## config.mk

```make
export PLATFORM = sky130hd
export DESIGN_NAME = lmc_program_loader
export DESIGN_NICKNAME = d
export VERILOG_FILES = /design/src/rtl/lmc_pkg.sv /design/src/rtl/lmc_we_strobe.sv /design/src/rtl/lmc_program_loader.sv
export SDC_FILE = /design/constraint.sdc
export NUM_CORES = 1
export LEC_CHECK = 0
export BUFFER_PORTS_ARGS = -buffer_cell sky130_fd_sc_hd__buf_2
export CORE_ASPECT_RATIO = 1.1
export CORE_MARGIN = 2
export CORE_UTILIZATION = 25
export DETAILED_ROUTE_END_ITERATION = 10
export SLEW_MARGIN = 10
export SYNTH_ARGS = -nofsm -noshare
export SYNTH_HDL_FRONTEND = slang
export SYNTH_SLANG_ARGS = --single-unit
```

## constraint.sdc

```tcl
create_clock -name timer555 -period 2.2 [get_ports timer555]
set_input_delay 0 -clock timer555 [delete_from_list [all_inputs] [get_ports timer555]]
set_output_delay 0 -clock timer555 [all_outputs]
set_load 0.01 [all_outputs]
```

## src/rtl/lmc_pkg.sv

```systemverilog
// -----------------------------------------------------------------------------
// lmc_pkg
// Shared definitions for the LMC CPU and its host-side program loader.
//   - loader_state_t : state encoding of the program loader FSM
//   - LMC_ADDR_WIDTH / LMC_DATA_WIDTH : program memory geometry
//   - instruction bit-field positions of the 12-bit LMC instruction word
// -----------------------------------------------------------------------------
package lmc_pkg;

   localparam int LMC_ADDR_WIDTH = 4;
   localparam int LMC_DATA_WIDTH = 12;

   // Instruction word layout
   localparam int LMC_RAM2_WE_BIT = 11;
   localparam int LMC_ACC_WE_BIT  = 10;
   localparam int LMC_OUT_BIT     = 9;
   localparam int LMC_MUX_SEL_HI  = 8;
   localparam int LMC_MUX_SEL_LO  = 7;
   localparam int LMC_JMP_BIT     = 6;
   localparam int LMC_JMPZ_BIT    = 5;
   localparam int LMC_JMPP_BIT    = 4;
   localparam int LMC_TARGET_HI   = 3;
   localparam int LMC_TARGET_LO   = 0;

   // CHECK and ERROR are only reachable when the checksum feature is built in.
   typedef enum logic [3:0] {
      ST_IDLE   = 4'd0,
      ST_CLEAR  = 4'd1,
      ST_RECV   = 4'd2,
      ST_SETUP  = 4'd3,
      ST_STROBE = 4'd4,
      ST_HOLD   = 4'd5,
      ST_CHECK  = 4'd6,
      ST_DONE   = 4'd7,
      ST_ERROR  = 4'd8
   } loader_state_t;

endpackage

```

## src/rtl/lmc_we_strobe.sv

```systemverilog
// -----------------------------------------------------------------------------
// lmc_we_strobe
// Produces a write-enable pulse exactly WE_PULSE clock cycles wide, starting
// on the clock edge where start is sampled high.
//   timer555    : clock
//   reset_count : asynchronous active-high reset (abandons a pulse in flight)
//   start       : begin a pulse
//   we          : registered write-enable pulse
//   done        : high during the final cycle of the pulse
// -----------------------------------------------------------------------------
module lmc_we_strobe
   import lmc_pkg::*;
#(
   parameter int WE_PULSE = 2
) (
   input  logic timer555,
   input  logic reset_count,
   input  logic start,
   output logic we,
   output logic done
);

   localparam int CW = (WE_PULSE > 1) ? $clog2(WE_PULSE) : 1;
   localparam logic [CW-1:0] CNT_INIT = CW'(WE_PULSE - 1);
   localparam logic [CW-1:0] CNT_ONE  = CW'(1);

   logic          we_reg;
   logic [CW-1:0] count_reg;

   // count_reg holds the number of pulse cycles remaining after the current one
   always_ff @(posedge timer555 or posedge reset_count) begin
      if (reset_count) begin
         we_reg    <= 1'b0;
         count_reg <= '0;
      end else if (start) begin
         we_reg    <= 1'b1;
         count_reg <= CNT_INIT;
      end else if (we_reg) begin
         if (count_reg == '0) begin
            we_reg <= 1'b0;
         end else begin
            count_reg <= count_reg - CNT_ONE;
         end
      end
   end

   assign we   = we_reg;
   assign done = we_reg && (count_reg == '0);

endmodule

```

## src/rtl/lmc_program_loader.sv

```systemverilog
// -----------------------------------------------------------------------------
// lmc_program_loader
// Host-side writer for the LMC program memory. Instruction words arrive on a
// valid/ready stream and are written in order from address 0, each with a
// setup / strobe / hold sequence. The CPU is held in reset while loading and
// released when the load completes.
//
// Ports:
//   timer555      : clock
//   reset_count   : asynchronous active-high reset
//   load_start    : begin a load (honoured in IDLE, DONE, ERROR only)
//   word_valid    : host word available
//   word_data     : host instruction word
//   word_last     : marks the final program word
//   word_ready    : loader accepts the word this cycle
//   prog_addr     : program memory write address
//   prog_data     : program memory write data
//   prog_we       : write strobe (memory captures on rising edge)
//   cpu_hold      : CPU held in reset
//   load_done     : load finished, CPU released
//   load_overflow : memory filled without word_last
//   load_error    : checksum mismatch
//   word_count    : words written in the current / last load
//
// Build option: LOADER_CHECKSUM_EN adds a trailing checksum word (sum of all
// program words mod 2**DATA_WIDTH) checked in a CHECK state; a mismatch ends
// in ERROR with the CPU still held. Without it load_error is tied low.
// -----------------------------------------------------------------------------
module lmc_program_loader
   import lmc_pkg::*;
#(
   parameter int ADDR_WIDTH = LMC_ADDR_WIDTH,
   parameter int DATA_WIDTH = LMC_DATA_WIDTH,
   parameter int WE_PULSE   = 2
) (
   input  logic                  timer555,
   input  logic                  reset_count,
   input  logic                  load_start,
   input  logic                  word_valid,
   input  logic [DATA_WIDTH-1:0] word_data,
   input  logic                  word_last,
   output logic                  word_ready,
   output logic [ADDR_WIDTH-1:0] prog_addr,
   output logic [DATA_WIDTH-1:0] prog_data,
   output logic                  prog_we,
   output logic                  cpu_hold,
   output logic                  load_done,
   output logic                  load_overflow,
   output logic                  load_error,
   output logic [ADDR_WIDTH:0]   word_count
);

   localparam logic [ADDR_WIDTH-1:0] LAST_ADDR = {ADDR_WIDTH{1'b1}};
   localparam logic [ADDR_WIDTH-1:0] ADDR_ONE  = ADDR_WIDTH'(1);
   localparam logic [ADDR_WIDTH:0]   COUNT_ONE = (ADDR_WIDTH + 1)'(1);

   loader_state_t         state_reg;
   logic [ADDR_WIDTH-1:0] prog_addr_reg;
   logic [DATA_WIDTH-1:0] prog_data_reg;
   logic                  last_reg;
   logic                  word_ready_reg;
   logic                  cpu_hold_reg;
   logic                  load_done_reg;
   logic                  load_overflow_reg;
   logic [ADDR_WIDTH:0]   word_count_reg;
`ifdef LOADER_CHECKSUM_EN
   logic                  load_error_reg;
   logic [DATA_WIDTH-1:0] checksum_reg;
`endif

   logic strobe_start;
   logic strobe_we;
   logic strobe_done;

   // The strobe fires on the edge leaving SETUP, so prog_we is high for
   // exactly the STROBE cycles and falls on the edge entering HOLD.
   assign strobe_start = (state_reg == ST_SETUP);

   lmc_we_strobe #(
      .WE_PULSE (WE_PULSE)
   ) u_we_strobe (
      .timer555    (timer555),
      .reset_count (reset_count),
      .start       (strobe_start),
      .we          (strobe_we),
      .done        (strobe_done)
   );

   always_ff @(posedge timer555 or posedge reset_count) begin
      if (reset_count) begin
         state_reg         <= ST_IDLE;
         prog_addr_reg     <= '0;
         prog_data_reg     <= '0;
         last_reg          <= 1'b0;
         word_ready_reg    <= 1'b0;
         cpu_hold_reg      <= 1'b0;
         load_done_reg     <= 1'b0;
         load_overflow_reg <= 1'b0;
         word_count_reg    <= '0;
`ifdef LOADER_CHECKSUM_EN
         load_error_reg    <= 1'b0;
         checksum_reg      <= '0;
`endif
      end else begin
         case (state_reg)
            ST_IDLE, ST_DONE, ST_ERROR: begin
               if (load_start) begin
                  state_reg         <= ST_CLEAR;
                  cpu_hold_reg      <= 1'b1;
                  load_done_reg     <= 1'b0;
                  load_overflow_reg <= 1'b0;
`ifdef LOADER_CHECKSUM_EN
                  load_error_reg    <= 1'b0;
`endif
               end
            end

            ST_CLEAR: begin
               prog_addr_reg  <= '0;
               word_count_reg <= '0;
`ifdef LOADER_CHECKSUM_EN
               checksum_reg   <= '0;
`endif
               word_ready_reg <= 1'b1;
               state_reg      <= ST_RECV;
            end

            ST_RECV: begin
               if (word_valid && word_ready_reg) begin
                  prog_data_reg  <= word_data;
                  last_reg       <= word_last;
                  word_ready_reg <= 1'b0;
                  state_reg      <= ST_SETUP;
               end
            end

            ST_SETUP: begin
               state_reg <= ST_STROBE;
            end

            ST_STROBE: begin
               if (strobe_done) begin
                  state_reg <= ST_HOLD;
               end
            end

            ST_HOLD: begin
               word_count_reg <= word_count_reg + COUNT_ONE;
`ifdef LOADER_CHECKSUM_EN
               checksum_reg   <= checksum_reg + prog_data_reg;
`endif
               if (last_reg || (prog_addr_reg == LAST_ADDR)) begin
                  // A final word landing on the top address is a normal end.
                  if (!last_reg) begin
                     load_overflow_reg <= 1'b1;
                  end
`ifdef LOADER_CHECKSUM_EN
                  word_ready_reg <= 1'b1;
                  state_reg      <= ST_CHECK;
`else
                  cpu_hold_reg   <= 1'b0;
                  load_done_reg  <= 1'b1;
                  state_reg      <= ST_DONE;
`endif
               end else begin
                  prog_addr_reg  <= prog_addr_reg + ADDR_ONE;
                  word_ready_reg <= 1'b1;
                  state_reg      <= ST_RECV;
               end
            end

`ifdef LOADER_CHECKSUM_EN
            ST_CHECK: begin
               // checksum_reg already includes the last program word (HOLD).
               if (word_valid && word_ready_reg) begin
                  word_ready_reg <= 1'b0;
                  if (word_data == checksum_reg) begin
                     cpu_hold_reg  <= 1'b0;
                     load_done_reg <= 1'b1;
                     state_reg     <= ST_DONE;
                  end else begin
                     load_error_reg <= 1'b1;
                     state_reg      <= ST_ERROR;
                  end
               end
            end
`endif

            default: begin
               state_reg <= ST_IDLE;
            end
         endcase
      end
   end

   assign word_ready    = word_ready_reg;
   assign prog_addr     = prog_addr_reg;
   assign prog_data     = prog_data_reg;
   assign prog_we       = strobe_we;
   assign cpu_hold      = cpu_hold_reg;
   assign load_done     = load_done_reg;
   assign load_overflow = load_overflow_reg;
   assign word_count    = word_count_reg;
`ifdef LOADER_CHECKSUM_EN
   assign load_error    = load_error_reg;
`else
   assign load_error    = 1'b0;
`endif

endmodule

```

==> reports/metrics.cfg, run 1 <==
[clock_network]
insertion_delay_ns=0.28
cts.reportedPaths.clkPinSlew_ns=0.07
cts_setup_buffers=0
clock_sink_count=31
cts-root-buf=clkbuf_8
clock_tree.htree_level_count=2
tritoncts_clock_tree=yes
cts_inserted_buffers=5
clockBufferDepth=2

[yosys]
yosys_warnings=0
synthFlopType=dfrtp_1
ys_top_cells_by_area=dfrtp_1 53%, mux2_2 9.2%, nand3_1 3.7%
number_of_register_bits_inferred_by_synthesis=31
synth_sequential_area_ratio_pct=52.72
netlist_area_um2=1471
synth_top_area_cell=dfrtp_1
asr_flop_ratio_synth_pct=100.0
yosys.cell_types.count=37
synth.avg_cell_area_um2=10.98
synth_enable_flop_cells=0
synth_cells=134
synthesized_nets=153
post-synth-top-area-fraction_pct=52.72

[critical_path]
timing.critical_path.fanout_max=15
cp-end-kind=flop
timing.rr.end=prog_data[1]
endpoint_arrival_time_on_the_critical_path_ns=1.88
worstReg2RegStart=state_reg[1]
max_stage_delay_ns=0.56
worst_path_max_delay_cell=dfrtp_1
setup.reg_to_reg.worst_slack_ns=0.49
worst-r2r-cell-count=4
required_ns=2.37
timing_worst_setup_path_type=reg2reg
timing.critical_path.from_type=flop
worstPathCellList=inv_1 -> nor4_4 -> buf_4 -> mux2_2

[route]
postRouteWirelength_mm=3.174
vias_per_cell=4.357
vias=1172
drtPass1Iterations=4
avgRoutedWirePerCell_um=11.80
drc=0
drtAntennaViolNets=0
drt_iter0_drc=54

[min_path]
hold_path_depth=3
hp-class=in2reg
hold_path_startpoint=load_start
worst_hold_endpoint=state_reg[1]

[timing]
timing.clock.skew_ns=0.001709
timing.fmax_ghz=0.5856
maxSlewHeadroom_pct=50.27
post_route_fraction_of_the_period_consumed_by_the_critical_path_pct=77.61
totalNegativeSetupSlack_ns=0
finalHoldViolCount=0
finalSetupViolCount=0
worst_pin_slew_ns=0.7460
maxSlewViolCount=0
timing.final.crit_period_ns=1.708
grt_setup_unrepaired=false

[power_and_ir_drop]
power_density_nw_per_um2=1228
peakVddDrop_mv=0.6205
p_leak_nw=0.9393

[layout]
most-common-layout-cells=42 x buf_2, 31 x dfrtp_1, 14 x dlygate4sd3_1
largest_register_ff_count=12
most_common_cell_after_layout_fill_and_taps_aside=buf_2
areaGrowthSynthToFinish_pct=37.33
final_layout_size_suffix_gt1_share_pct=35.42
fillers=598
diode_count=0
final_cells=269
final_nets=210

[place]
place.gp.congestion=0.7189
detailed_place_hpwl_mm=2.105
io_buffers=42
post-place-cells=247

[run_status]
status=complete, no violations

[job]
reported_max_cap_violation_count=0

[global_route]
grt_max_degree=32
grt.overflow.total=0
grtUsageTotal_pct=10.81
wire_length_of_the_first_global_routing_pass_mm=5.623
antenna_found_initial=0
grt_pass1_vias=1182

[floorplanning]
io_pins=44
initial_core_util_pct=25.67
core-area_um2=5733
chipHeight_um=84.46
core.rowCount=29
die_width_um=77.15
die_area_um2=6516

==> kinds of logic (layout without fill, tap and decap cells) <==
kind of cell | count (synthesis) | after routing | share of synthesized area [%]
and+or+nand+nor | 41 | 41 | 16.41
DFF | 31 | 31 | 52.72
AOI/OAI and AO/OA | 27 | 27 | 11.99
buffers and inverters | 17 | 75 | 5.612
muxes | 15 | 15 | 11.31
adders and majority gates | 2 | 2 | 1.700
other | 1 | 1 | 0.2549
==> where the power goes <==
part / switching [mW] / leakage [nW] / internal [mW]
Clock: 0.228 / 0.0644 / 0.452
Combinational: 0.378 / 0.486 / 0.410
Sequential: 0.239 / 0.389 / 0.776
==> routing by layer <==
metal	share of wire (%)	vias to the layer above	GRT usage (%)
li1	-	590	-
met1	45	546	12.98
met2	48	31	18.18
met3	6.0	5	3.763
met4	1.3	0	3.409
met5	0	-	0
==> repair_timing <==
item	in CTS	in global routing
hold endpoints to repair	44	0
hold buffers	14	0
resized for setup	0	0
setup endpoints to repair	0	0
==> cell usage after synthesis, types with 2 or more instances <==
master,instances
mux2_2,12
nor2b_1,2
dfrtp_1,31
or4b_1,3
o21ba_2,2
a21oi_1,7
a31oi_1,3
nand2_1,12
ha_1,2
buf_4,2
mux2i_1,2
nand2b_1,3
nor2_1,3
nand3_1,11
clkbuf_1,2
o21ai_0,6
inv_1,9
buf_2,3
==> critical path, delay by kind of cell, from the launching register on <==
| family | cells | cell delay, ns |
|---|---|---|
| flip-flops | 1 | 0.56 |
| multiplexers | 1 | 0.36 |
| buffers and inverters | 2 | 0.40 |
| AND/OR/NAND/NOR | 1 | 0.26 |
==> stage by stage <==
stage / area [um^2] / setup WS, ns / hold slack [ns] / utilization [%] / power (mW)
finish: 2021 / 0.4925 / 0.06631 / 35.25 / 2.482
global route: 2021 / 0.3392 / 0.09420 / 35.25 / 2.676
detailed placement: 1744 / 0.4988 / 0.1036 / 30.42 / 1.805
CTS: 2021 / 0.4859 / 0.06991 / 35.25 / 2.508
global placement: 1744 / 0.5304 / 0.1070 / 30.42 / 1.788
floorplan: 1471 / 0.7307 / 0.1035 / - / 1.549
==> area by class of cell <==
class / count / area, um^2 / area share, %
Sequential cell: 31 / 775.7 / 38.39
Inverter: 9 / 33.78 / 1.672
Clock inverter: 3 / 67.56 / 3.344
Multi-Input combinational cell: 86 / 613.1 / 30.34
Timing Repair Buffer: 58 / 365.4 / 18.08
Tap cell: 77 / 96.34 / 4.768
Clock buffer: 5 / 68.82 / 3.406
==> worst max path at each step <==
stage	startpoint	to	slack, ns	cells past startpoint
floorplan	prog_addr[0]	cpu_hold	0.73	4
detailed placement	state_reg[1]	prog_data[0]	0.50	4
global route	state_reg[0]	word_count[4]	0.34	3
global placement	state_reg[1]	prog_data[3]	0.53	4
CTS	state_reg[1]	prog_data[0]	0.49	4
finish	state_reg[1]	prog_data[1]	0.49	4
No activity file was read; power rests on OpenSTA's default activity.
==> run 2: changes to the inputs <==
--- a/config.mk
+++ b/config.mk
@@ -5,6 +5,7 @@
 export SDC_FILE = /design/constraint.sdc
 export NUM_CORES = 1
 export LEC_CHECK = 0
+export ABC_AREA = 1
 export BUFFER_PORTS_ARGS = -buffer_cell sky130_fd_sc_hd__buf_2
 export CORE_ASPECT_RATIO = 1.1
 export CORE_MARGIN = 2
==> constraint.sdc (replaced) <==
create_clock -name timer555 -period 1.4 [get_ports timer555]
set_input_delay 0 -clock timer555 [delete_from_list [all_inputs] [get_ports timer555]]
set_output_delay 0 -clock timer555 [all_outputs]
set_load 0.01 [all_outputs]
==> reports/metrics.cfg, run 2 <==
[yosys]
post-synth-top-area-fraction_pct=50.82
synth_sequential_area_ratio_pct=50.82
synthesized_nets=200
asr_flop_ratio_synth_pct=100.0
synth.avg_cell_area_um2=8.434
yosys.cell_types.count=25
yosys_warnings=0
synth_top_cells_by_count=78 x nand2_1, 31 x dfrtp_1, 15 x nand3_1, 10 x inv_1, 9 x nor2_1
ys_top_cells_by_area=dfrtp_1 51%, nand2_1 19%, nand3_1 4.9%
yosys.cell_count.top_type=nand2_1
synth_enable_flop_cells=0
synth_cells=181
number_of_register_bits_inferred_by_synthesis=31
synth_top_area_cell=dfrtp_1
synthFlopType=dfrtp_1
netlist_area_um2=1526

[route]
drtPass1Iterations=4
drtAntennaViolNets=0
drc=0
avgRoutedWirePerCell_um=10.58
drt_iter0_drc=61
vias_per_cell=4.146
vias=1364
postRouteWirelength_mm=3.481

[critical_path]
cp-end-kind=flop
timing.critical_path.fanout_max=5
worst-r2r-cell-count=7
timing.rr.end=prog_addr[2]
setup.reg_to_reg.worst_slack_ns=0.12
endpoint_arrival_time_on_the_critical_path_ns=1.48
required_ns=1.60
timing.critical_path.from_type=flop
timing_worst_setup_path_type=reg2reg
worst_setup_path_startpoint=prog_addr[1]
worstReg2RegStart=prog_addr[1]

[timing]
maxSlewViolCount=0
timing.fmax_ghz=0.7796
post_route_fraction_of_the_period_consumed_by_the_critical_path_pct=91.62
grt_setup_unrepaired=false
totalNegativeSetupSlack_ns=0
finalHoldViolCount=0
finalSetupViolCount=0
finalHoldWorstSlack_ns=0.2636
timing.final.crit_period_ns=1.283
timing.clock.skew_ns=0.007292

[global_route]
antenna_found_initial=0
wire_length_of_the_first_global_routing_pass_mm=5.920
grt.overflow.total=0
grt_pass1_vias=1347
grt_max_degree=32
grtUsageTotal_pct=11.26

[floorplanning]
die_area_um2=6748
core.rowCount=29
io_pins=44
chipHeight_um=85.96
die_width_um=78.51
initial_core_util_pct=26.13
core-area_um2=5842

[clock_network]
insertion_delay_ns=0.28
cts.reportedPaths.clkPinSlew_ns=0.06
cts-root-buf=clkbuf_8
cts_inserted_buffers=5
clock_tree.htree_level_count=2
clockBufferDepth=2
clock_sink_count=31
tritoncts_clock_tree=yes

[run_status]
status=complete, no violations

[layout]
areaGrowthSynthToFinish_pct=38.85
final_nets=271
final_layout_size_suffix_gt1_share_pct=31.75
largest_register_ff_count=12
diode_count=0
most_common_cell_after_layout_fill_and_taps_aside=nand2_1
most-common-layout-cells=77 x nand2_1, 42 x buf_2, 29 x dfrtp_1

[place]
io_buffers=42
detailed_place_hpwl_mm=2.560
place.gp.congestion=0.8075

[power_and_ir_drop]
peakVddDrop_mv=0.5027
power_density_nw_per_um2=1823
p_leak_nw=1.174

[min_path]
hp-class=in2reg
hold_path_depth=5
worst_hold_endpoint=state_reg[1]
hold_path_startpoint=word_valid

[job]
reported_max_cap_violation_count=0

-- run 2: cell count changes in the layout (fill, tap and decap cells not counted), sizes merged, moves of 3 or more --
cell | previous run | this run
nand2 | 12 | 79
buf | 44 | 55
mux2 | 13 | 0
nand2b | 3 | 0
or4b | 3 | 0
nand3 | 11 | 18
a21oi | 7 | 1
a31oi | 3 | 0
nor2 | 3 | 12
inv | 9 | 14
o21ai | 6 | 10
-- run 2: logic make-up after synthesis --
family | count (synthesis) | share of synthesized area [%]
buffers and inverters | 20 | 8.115
and+or+nand+nor | 112 | 33.28
xor gates and xnor gates | 3 | 1.722
DFF | 31 | 50.82
AOI/OAI and AO/OA | 12 | 4.180
adders and majority gates | 2 | 1.639
other | 1 | 0.2457
-- run 2: power by group --
part	total [mW]	internal (mW)	switching (mW)
clock network	0.692	0.385	0.308
registers	1.49	1.22	0.268
logic	1.68	0.694	0.985
-- run 2: final cells by class --
type / count / area, um^2
clock inverter: 1 / 5.005
clock buffer: 6 / 82.58
fill: 620 / 3722
tap: 77 / 96.34
sequential: 31 / 778.2
multi-input combinational: 130 / 639.4
inverter: 14 / 60.06
timing repair buffer: 70 / 457.9
-- run 2: how the worst max path moves through the flow --
stage                         to  slack [ns]  cells after the start
finish              prog_addr[2]        0.12                      7
global route        prog_addr[2]       0.007                      7
detailed placement  prog_addr[3]        0.07                      7
global placement    prog_addr[2]        0.07                      7
CTS                 prog_addr[2]        0.05                      7
floorplan           prog_addr[0]        0.13                      7
-- run 2: critical path, stage by stage, from the launching register on --
cell,delay (ns)
dfrtp_1,0.39
ha_2,0.21
nand3_2,0.09
nand2_2,0.10
nor2_2,0.05
nor2_2,0.21
nand2_1,0.07
o21ai_1,0.08
-- run 2: per-stage QoR --
step                      utilization, %  worst slack (ns)  power [mW]  instances  cell area, um^2
final                              36.28            0.1173       3.864        329             2120
after global routing               36.28          0.007496       4.246        329             2120
after CTS                          35.64           0.04809       3.893        326             2082
after detailed placement           31.57           0.06968       3.140        304             1844
after global placement             31.57           0.06821       3.121        304             1844
after floorplan                        -            0.1291       2.620        181             1526
-- run 2: timing repair --
action / CTS / global route
gates resized for setup: 0 / 6
endpoints found under the setup margin: 0 / 9
setup buffers: 0 / 3
hold buffers: 15 / 0
hold endpoints to repair: 45 / 0
-- run 2: layer usage --
layer	wire, um	up-vias	track usage, %
li1	-	712	-
met1	1601	612	13.85
met2	1633	36	18.34
met3	209	4	4.000
met4	37	0	3.828
met5	0	-	0
==> run 3: changes to the inputs <==
--- a/config.mk
+++ b/config.mk
@@ -11,6 +11,7 @@
 export CORE_MARGIN = 2
 export CORE_UTILIZATION = 25
 export DETAILED_ROUTE_END_ITERATION = 10
+export PLACE_DENSITY_LB_ADDON = 0.1
 export SLEW_MARGIN = 10
 export SYNTH_ARGS = -nofsm -noshare
 export SYNTH_HDL_FRONTEND = slang
==> reports/metrics.cfg, run 3 (synthesis results as in run 2) <==
[run_status]
status=complete, no violations

[global_route]
wire_length_of_the_first_global_routing_pass_mm=5.940
grt_pass1_vias=1265
antenna_found_initial=0
grt_max_degree=32
grtUsageTotal_pct=11.56
grt.overflow.total=0

[critical_path]
setup.reg_to_reg.worst_slack_ns=0.14
max_stage_delay_ns=0.41
cpLargestDelayFamily=simple AND/OR/NAND/NOR gates
critPathMostFrequentCell=nor2_4
worstReg2RegStart=prog_addr[1]
timing.rr.end=prog_addr[0]
cp-end-kind=flop
worst_path_max_delay_cell=dfrtp_1
critical_path.n_buffers_inverters=0
cp_num_cells=7
worst-r2r-cell-count=7
capturing_instance_or_port_of_the_critical_path=prog_addr[0]
timing.critical_path.from_type=flop
required_ns=1.56
worst_setup_path_startpoint=prog_addr[1]
endpoint_arrival_time_on_the_critical_path_ns=1.41
timing_worst_setup_path_type=reg2reg
worstPathCellList=ha_1 -> nand3_2 -> nand2_2 -> nor2_4 -> nor2_4 -> nand2_1 -> o21ai_1
timing.critical_path.fanout_max=5

[floorplanning]
die_width_um=78.51
core.rowCount=29
io_pins=44
initial_core_util_pct=26.13
die_area_um2=6748
chipHeight_um=85.96
core-area_um2=5842

[place]
detailed_place_hpwl_mm=2.580
post-place-cells=303
place.gp.congestion=0.7524
place_worst_setup_slack_ns=0.01920
io_buffers=42

[route]
drtAntennaViolNets=0
drc=0
vias_per_cell=4.123
avgRoutedWirePerCell_um=10.83
drtPass1Iterations=4
vias=1336
drt_iter0_drc=57
postRouteWirelength_mm=3.510

[timing]
grt_setup_unrepaired=false
setup_ws_final_ns=0.1450
timing.clock.skew_ns=0.005087
finalSetupViolCount=0
finalHoldViolCount=0
post_route_fraction_of_the_period_consumed_by_the_critical_path_pct=89.64
maxSlewViolCount=0
timing.final.crit_period_ns=1.255
timing.fmax_ghz=0.7968
totalNegativeSetupSlack_ns=0

[job]
reported_max_cap_violation_count=0

[power_and_ir_drop]
power_density_nw_per_um2=1855
peakVddDrop_mv=0.6596
power.total_mw=3.899
p_leak_nw=1.157

[min_path]
hp-class=in2reg
hold_path_depth=3

[clock_network]
clock_tree.htree_level_count=2
cts.reportedPaths.clkPinSlew_ns=0.06
cts_inserted_buffers=5
insertion_delay_ns=0.28
tritoncts_clock_tree=yes
clockBufferDepth=2
cts-root-buf=clkbuf_8
clock_sink_count=31

[layout]
final_layout_size_suffix_gt1_share_pct=30.77
diode_count=0
most-common-layout-cells=76 x nand2_1, 42 x buf_2, 29 x dfrtp_1
final_nets=266
areaGrowthSynthToFinish_pct=37.71
most_common_cell_after_layout_fill_and_taps_aside=nand2_1
largest_register_ff_count=12
final_cells=324

==> run 3: how the worst min path moves through the flow <==
stage / to / startpoint / slack (ns)
3_3_place_gp: prog_data[9] / reset_count / 0.11
5_1_grt: cpu_hold / load_start / 0.02
4_1_cts: cpu_hold / load_start / 0.003
2_1_floorplan: cpu_hold / reset_count / 0.10
6_report: cpu_hold / load_start / 0.01
3_5_place_dp: word_count[4] / reset_count / 0.11
==> run 3: final cells by class <==
| cell class | instances | area, um^2 |
|---|---|---|
| Multi-Input combinational cell | 130 | 649.4 |
| Clock inverter | 1 | 5.005 |
| Timing Repair Buffer | 65 | 430.4 |
| Inverter | 14 | 60.06 |
| Sequential cell | 31 | 778.2 |
| Fill cell | 615 | 3740 |
| Tap cell | 77 | 96.34 |
| Clock buffer | 6 | 82.58 |
==> run 3: timing repair <==
| item | 4_1_cts | 5_1_grt |
|---|---|---|
| endpoints found under the hold margin | 44 | 0 |
| endpoints found under the setup margin | 0 | 10 |
| resized for setup | 0 | 8 |
| hold buffers | 14 | 0 |
| buffers inserted | 0 | 0 |
==> run 3: where the power goes <==
part,total [mW],switching (mW),internal (mW)
combinational,1.70,0.997,0.700
clock,0.700,0.315,0.385
sequential,1.50,0.276,1.23
total,3.90,1.59,2.31
==> run 3: stage by stage <==
step | instance area (um^2) | hold WS, ns | util [%]
final | 2102 | 0.01159 | 35.98
after CTS | 2077 | 0.002746 | 35.55
after floorplan | 1526 | 0.1035 | -
after global placement | 1849 | 0.1106 | 31.66
after global routing | 2102 | 0.02177 | 35.98
after detailed placement | 1849 | 0.1123 | 31.66
==> run 3: routing by layer <==
layer | part of all wire (%) | vias up | global-route usage [%]
met1 | 48 | 608 | 14.85
met2 | 46 | 25 | 17.56
met4 | 1.7 | 0 | 5.742
met3 | 3.9 | 4 | 3.579
li1 | - | 699 | -
met5 | 0 | - | 0
==> run 3: worst register-to-register path: stages (launching register included) <==
cell and delay, ns:
dfrtp_1 0.41, ha_1 0.23, nand3_2 0.10, nand2_2 0.09
nor2_4 0.13, nor2_4 0.06, nand2_1 0.06, o21ai_1 0.06
